===== config.mk =====
export PLATFORM = sky130hd
export DESIGN_NAME = uart_tx_arb
export DESIGN_NICKNAME = d
export VERILOG_FILES = /design/src/rtl/uart_tx_arb.sv
export SDC_FILE = /design/constraint.sdc
export NUM_CORES = 1
export LEC_CHECK = 0
export ABC_AREA = 1
export BUFFER_PORTS_ARGS = -buffer_cell sky130_fd_sc_hd__buf_4
export CELL_PAD_IN_SITES_DETAIL_PLACEMENT = 0
export CELL_PAD_IN_SITES_GLOBAL_PLACEMENT = 1
export CORE_ASPECT_RATIO = 1.1
export CORE_MARGIN = 2
export CORE_UTILIZATION = 32
export DETAILED_ROUTE_END_ITERATION = 7
export HOLD_SLACK_MARGIN = 0.05
export PLACE_DENSITY_LB_ADDON = 0.1
export REMOVE_ABC_BUFFERS = 1
export SLEW_MARGIN = 40
export SYNTH_ARGS = -nofsm -noshare
export SYNTH_HDL_FRONTEND = slang
export SYNTH_SLANG_ARGS = --single-unit

===== constraint.sdc =====
create_clock -name ck -period 1.39 [get_ports ck]
set_input_delay 0.278 -clock ck [delete_from_list [all_inputs] [get_ports ck]]
set_output_delay 0.278 -clock ck [all_outputs]
set_load 0.01 [all_outputs]

===== src/rtl/uart_tx_arb.sv =====
// Round-robin arbiter sharing one uart_tx between N packet requesters; the grant is held for a whole packet.
// Optional stalled-owner timeout is enabled by defining UART_ARB_TIMEOUT_EN.
module uart_tx_arb #(
    parameter int N       = 2,
    parameter int TIMEOUT = 1024
) (
    input  logic           ck,
    input  logic           rst_n,
    input  logic [N-1:0]   req_valid,
    input  logic [8*N-1:0] req_data,
    input  logic [N-1:0]   req_last,
    output logic [N-1:0]   req_ack,
    output logic [N-1:0]   grant,
    output logic           busy,
    output logic           abort,
    output logic [7:0]     tx_in,
    output logic           tx_we,
    input  logic           tx_ready
);

    localparam int PW = $clog2(N);

    typedef enum logic [1:0] {IDLE, LOAD, SEND, WAIT} state_t;

    state_t        state_q, state_d;
    logic [PW-1:0] ptr_q, ptr_d;
    logic [N-1:0]  grant_d, req_ack_d;
    logic [7:0]    tx_in_d;
    logic          tx_we_d;
    logic          last_q, last_d;

    logic [7:0]    sel_byte;
    logic          sel_valid, sel_last;
    logic          found;
    logic [PW-1:0] pick;

`ifdef UART_ARB_TIMEOUT_EN
    localparam int CW = $clog2(TIMEOUT + 1);
    logic [CW-1:0] cnt_q, cnt_d;
    logic          abort_q, abort_d;
    assign abort = abort_q;
`else
    assign abort = 1'b0;
`endif

    assign busy = (state_q != IDLE);

    // ptr always holds the index of the current owner while a grant is held.
    always_comb begin
        sel_byte  = '0;
        sel_valid = 1'b0;
        sel_last  = 1'b0;
        for (int i = 0; i < N; i++) begin
            if (ptr_q == PW'(i)) begin
                sel_byte  = req_data[8*i +: 8];
                sel_valid = req_valid[i];
                sel_last  = req_last[i];
            end
        end
    end

    // First valid requester scanning upward from ptr+1, wrapping at N.
    always_comb begin
        found = 1'b0;
        pick  = ptr_q;
        for (int i = 1; i <= N; i++) begin
            for (int j = 0; j < N; j++) begin
                if (!found && req_valid[j] && (j == (int'(ptr_q) + i) % N)) begin
                    found = 1'b1;
                    pick  = PW'(j);
                end
            end
        end
    end

    always_comb begin
        // NOTE: every signal gets a default before the case so no path leaves it unassigned (no latches).
        state_d   = state_q;
        ptr_d     = ptr_q;
        grant_d   = grant;
        tx_in_d   = tx_in;
        tx_we_d   = 1'b0;
        req_ack_d = '0;
        last_d    = last_q;
`ifdef UART_ARB_TIMEOUT_EN
        cnt_d     = '0;
        abort_d   = 1'b0;
`endif
        case (state_q)
            IDLE: begin
                if (found) begin
                    grant_d = N'(1) << pick;
                    ptr_d   = pick;
                    state_d = LOAD;
                end
            end
            LOAD: begin
                if (sel_valid && tx_ready) begin
                    tx_in_d   = sel_byte;
                    tx_we_d   = 1'b1;
                    req_ack_d = grant;
                    last_d    = sel_last;
                    state_d   = SEND;
                end
`ifdef UART_ARB_TIMEOUT_EN
                else if (!sel_valid) begin
                    // ptr stays on the revoked owner so the next requester wins.
                    if (cnt_q == CW'(TIMEOUT - 1)) begin
                        grant_d = '0;
                        abort_d = 1'b1;
                        state_d = IDLE;
                    end else begin
                        cnt_d = cnt_q + 1'b1;
                    end
                end
`endif
            end
            SEND: state_d = WAIT;
            WAIT: begin
                if (tx_ready) begin
                    if (last_q) begin
                        grant_d = '0;
                        state_d = IDLE;
                    end else begin
                        state_d = LOAD;
                    end
                end
            end
            default: state_d = IDLE;
        endcase
    end

    always_ff @(posedge ck or negedge rst_n) begin
        if (!rst_n) begin
            state_q <= IDLE;
            ptr_q   <= PW'(N - 1);
            grant   <= '0;
            tx_in   <= 8'h00;
            tx_we   <= 1'b0;
            req_ack <= '0;
            last_q  <= 1'b0;
`ifdef UART_ARB_TIMEOUT_EN
            cnt_q   <= '0;
            abort_q <= 1'b0;
`endif
        end else begin
            // NOTE: non-blocking assignments so every register samples pre-edge values.
            state_q <= state_d;
            ptr_q   <= ptr_d;
            grant   <= grant_d;
            tx_in   <= tx_in_d;
            tx_we   <= tx_we_d;
            req_ack <= req_ack_d;
            last_q  <= last_d;
`ifdef UART_ARB_TIMEOUT_EN
            cnt_q   <= cnt_d;
            abort_q <= abort_d;
`endif
        end
    end

endmodule

# Word level (Yosys, flattened, before mapping)
# Index checks and enable logic that the tools add are counted.
# word_totals
reg_bits	17
wordCells	65
# op_classes
n_reduce_logical	20
mux	24
add_sub_neg	2
bitwise	2
n_eq_ne	9
shift	1
# op_table
operator	count
$logic_not 32->1	2
$mux 2	8
$mux 1	13
$logic_and 1x1->1	8
$mux 8	1
$ne 2x2->1 const B	4
$pmux 2 s4	1
$eq 2x2->1 const A	2
$eq 2x2->1 const B	2
$pmux 2 s2	1
$reduce_and 2->1	2
$reduce_and 4->1	1
$reduce_bool 2->1	2
$logic_not 1->1	3
$reduce_and 3->1	1
$add 1x1->1 const B	2
$and 1x1->1 const A	2
$eq 2x1->1 const B	1
$logic_not 2->1	1
$shl 1x1->2 const A	1

# Longest topological paths before layout
# logic_depth
ltp_word	20
depth_mapped	8

# Least setup slack after synthesis
# OpenSTA, ideal clock, no wires.
# synth_path
path_kind	register to register
from	register state_q[0]
to	register grant[0]
required_ns	1.263
path_buffers	0
path_slack_ns	0.177
t_arrival_ns	1.086
path_stages_with_launch	8
synth_period_minus_slack_ns	1.213
path_cell_list	dfrtp_1 ha_1 inv_1 nor2_1 nor2_1 nand3_1 nand2_1 o21ai_0
# synth_between
elab_chain_len	3
word_cells_on_any_way	8
# synth_rtl
element	line	text
start: declaration	25	state_t state_q, state_d;
start signal: assignment	148	state_q <= state_d;
$eq 2x2->1 / $logic_not 2->1 (equally long branches)	89	case (state_q)
$ne 2x2->1 (no line) / $reduce_bool 2->1 (equally long branches)	n/a	
$reduce_and 4->1 (no line)	n/a	
end signal: assignment	150	grant <= grant_d;
end: declaration	13	output logic [N-1:0] grant,
# Several ways; a longest one is shown, not always the timed one.
# A chain may end at the register's enable or synchronous reset.

# Final worst setup path
# layout_path
from	register state_q[1]
to	output busy
# layout_between
elab_chain_len	1
# layout_rtl
element	line	text
$reduce_bool 2->1	46	assign busy = (state_q != IDLE);
end: declaration	14	output logic busy,
# Every way passes these cells.

==> metrics.csv <==
stage;metric;value;unit
critical_path;crit_family;flip-flops;
detailed_routing;first_pass_iters;2;
critical_path;r2r_slack;0.06;ns
min_path;min_path_type;input pin to flip-flop;
detailed_routing;wire_per_inst;10.9;um
critical_path;critPathKind;flip-flop to output port;
critical_path;slowest_delay;0.43;ns
critical_path;worstPathBufferInverterCount;3;
clock_network;cts-htree-levels;1;
logic_synthesis;synth_area_leaders;dfrtp_1 44%, nand2_1 27%, inv_1 4.5%;
power_and_ir_drop;seq_power_share;31.1;%
placement;gp_congestion;0.720;
outcome;status;complete, no violations;
global_route;grt_max_degree;18;
logic_synthesis;synth-seq-area-share;46.8;%
cells_and_area;nFillCells;295;
clock_network;clockRootBuffer;clkbuf_4;
logic_synthesis;yosys.area.top_type;dfrtp_1;
die;die_w;54.9;um
cells_and_area;nNetsFinal;199;
detailed_routing;wl;2.24;mm
critical_path;rr_worst_depth;8;
sta;fin_skew;0.00280;ns
sta;fin_ws;0.00657;ns
critical_path;critPathRequiredTime;1.11;ns
cells_and_area;mostFrequentLayoutCells;65 x nand2_1, 43 x buf_4, 16 x dfrtp_1;
critical_path;critPathLaunchType;flip-flop;
cells_and_area;diodes;0;
logic_synthesis;netlist-cell-type-count;19;
sta;drv_slew;0;
min_path;worstHoldStart;req_data[3];
critical_path;worstPathArrival;1.11;ns
sta;finalCritPeriodShare;99.5;%
cells_and_area;final_common_cell;nand2_1;
global_route;grt_pass1_vias;823;
flow_run;drv_cap;0;
critical_path;crit_fanout;3;
power_and_ir_drop;pwr-share-comb;58.8;%
global_route;track_usage;14.8;%
die;dieArea;3290;um2
detailed_routing;drc;0;
placement;place_inst;193;
logic_synthesis;synthDominantCellAreaShare;43.9;%
min_path;holdPathEnd;tx_in[3]$_DFFE_PN0P_;
power_and_ir_drop;power.internal;1.58;mW
min_path;whs_path_depth;5;
placement;placed_cell_area;1220;um2
clock_network;clk_latency;0.29;ns
power_and_ir_drop;switching_share;41.1;%
sta;setup_viol;0;
die;io_pins;38;
logic_synthesis;synth_top_family_by_area;simple AND/OR/NAND/NOR gates;
cells_and_area;final_design_area_no_fill;1350;um2
global_route;grt-ovfl-total;0;
clock_network;clockBufferDepth;2;
logic_synthesis;synthAdderAreaFrac;4.12;%
critical_path;cp-startpoint;state_q[1]$_DFFE_PN0P_;
placement;io_buffers;36;
critical_path;path_cells;inv_2, ha_4, inv_4, buf_6;
logic_synthesis;synth_compound_area_share;3.70;%
critical_path;worstSetupEndpointType;output port;
power_and_ir_drop;ir_drop;976;uV
placement;dp_slack;0.0559;ns
clock_network;numCtsBuffers;3;
critical_path;timing.rr.start;state_q[1]$_DFFE_PN0P_;
die;core_area;2750;um2
cells_and_area;stdcell_count;205;
sta;rsz0062_at_grt;yes;
logic_synthesis;synth_xor_area_share;0;%
logic_synthesis;yosys_warnings;0;
clock_network;clk_pin_slew;0.10;ns
cells_and_area;layout-drive-gt1-share;37.2;%
power_and_ir_drop;p_switching;1.10;mW
clock_network;cts_tree;built;
logic_synthesis;synth-simple-area-share;36.9;%
critical_path;crit_path_top_delay_cell;dfrtp_1;
sta;setup_tns;0;ns
cells_and_area;syn2layout_area_growth;48.3;%
detailed_routing;first_iter_violations;15;
die;initial_core_util;33.1;%
critical_path;reg2reg_to;grant[0]$_DFFE_PN0P_;
logic_synthesis;muxShareOfSynthArea;0;%
placement;dp_hpwl;1.59;mm
sta;period_minus_slack;1.38;ns
detailed_routing;routed_via_density;4.42;
global_route;grt_antenna_before_repair;0;
logic_synthesis;synth_area;912;um2
die;die_y;60.0;um
clock_network;cts_sinks;17;
power_and_ir_drop;p_leak;0.776;nW
logic_synthesis;synth-seq-cells;17;
global_route;grt_pass1_wl;3.44;mm
logic_synthesis;syn_avg_cell_area;7.30;um2
power_and_ir_drop;powerDensity;1990;nW/um2
sta;timing.final.hold_violations;0;
sta;fmax;723;MHz
die;num_rows;20;
power_and_ir_drop;clock_power_share;10.1;%
detailed_routing;vias;906;
detailed_routing;detail-route-antenna-nets;0;
logic_synthesis;synthCells;125;
power_and_ir_drop;power;2.69;mW
-- metal layers --
metal	up-vias	track usage (%)	part of all wire, %
li1	471	-	-
met1	404	17.1	44
met2	27	25.9	50
met3	4	2.25	5.1
met4	0	7.32	1.3
met5	-	0	0
-- cell type report --
class	instances	area (um2)	share of cell area (%)
Multi-Input combinational cell	92	444	32.8
Sequential cell	17	427	31.5
Timing Repair Buffer	47	367	27.1
Inverter	12	47.5	3.52
Tap cell	33	41.3	3.05
Clock buffer	4	26.3	1.94
-- per-stage QoR --
stage                     utilization, %  hold WS [ns]
after detailed placement            44.2         0.156
after global placement              44.2         0.155
final                               49.1         0.264
after floorplan                        -       -0.0176
after global routing                49.1         0.258
after CTS                           46.9         0.260
-- sequential cells by signal, indices dropped and copies added, names as in the netlist --
signal   cells
ptr_q        1
last_q       1
tx_in        8
req_ack      2
tx_we        1
state_q      2
grant        2
-- logic make-up after synthesis --
kind of cell             after synthesis
AND/OR/NAND/NOR                       82
flip-flops                            17
buffers and inverters                 16
AO/OA/AOI/OAI                          6
adder cells (fa/ha/maj)                3
other                                  1
-- how the worst max path moves through the flow --
stage | depth (start not counted) | slack [ns] | end
2_1_floorplan | 5 | 0.05 | last_q$_DFFE_PN0P_
3_3_place_gp | 7 | 0.07 | grant[0]$_DFFE_PN0P_
3_5_place_dp | 7 | 0.06 | grant[0]$_DFFE_PN0P_
4_1_cts | 4 | -0.002 | busy
5_1_grt | 8 | -0.05 | grant[0]$_DFFE_PN0P_
6_report | 4 | 0.007 | busy
-- synthesized netlist by cell type --
cell     number
buf_6         1
o21ai_1       1
nand3_1       7
nor2_2        1
inv_2         1
o21ai_2       1
nand2_2       1
buf_2         2
dfrtp_1      16
nor2_1        5
conb_1        1
inv_1        11
o21ai_0       4
nand3_2       1
buf_4         1
nand2_1      66
nand4_2       1
ha_1          3
dfstp_2       1
-- what timing repair did --
action,4_1_cts,5_1_grt
hold buffers,1,0
pin swaps,2,6
buffers inserted,3,4
endpoints found under the setup margin,1,6
gates resized for setup,5,10
hold endpoints to repair,16,0
-- tightest hold or removal path: cells and delay by family --
family,cells,cell delay [ns]
buffers and inverters,1,0.08
AND/OR/NAND/NOR,4,0.18
-- power by group through the flow --
stage                     Combinational [mW]  Clock [mW]  Sequential (mW)
after detailed placement                1.26           0            0.867
after global placement                  1.25           0            0.869
final                                   1.58       0.271            0.837
after global routing                    1.79       0.306            0.858
after CTS                               1.41       0.276            0.840
after floorplan                        0.672           0            0.923
No activity file was read; power rests on OpenSTA's default activity.
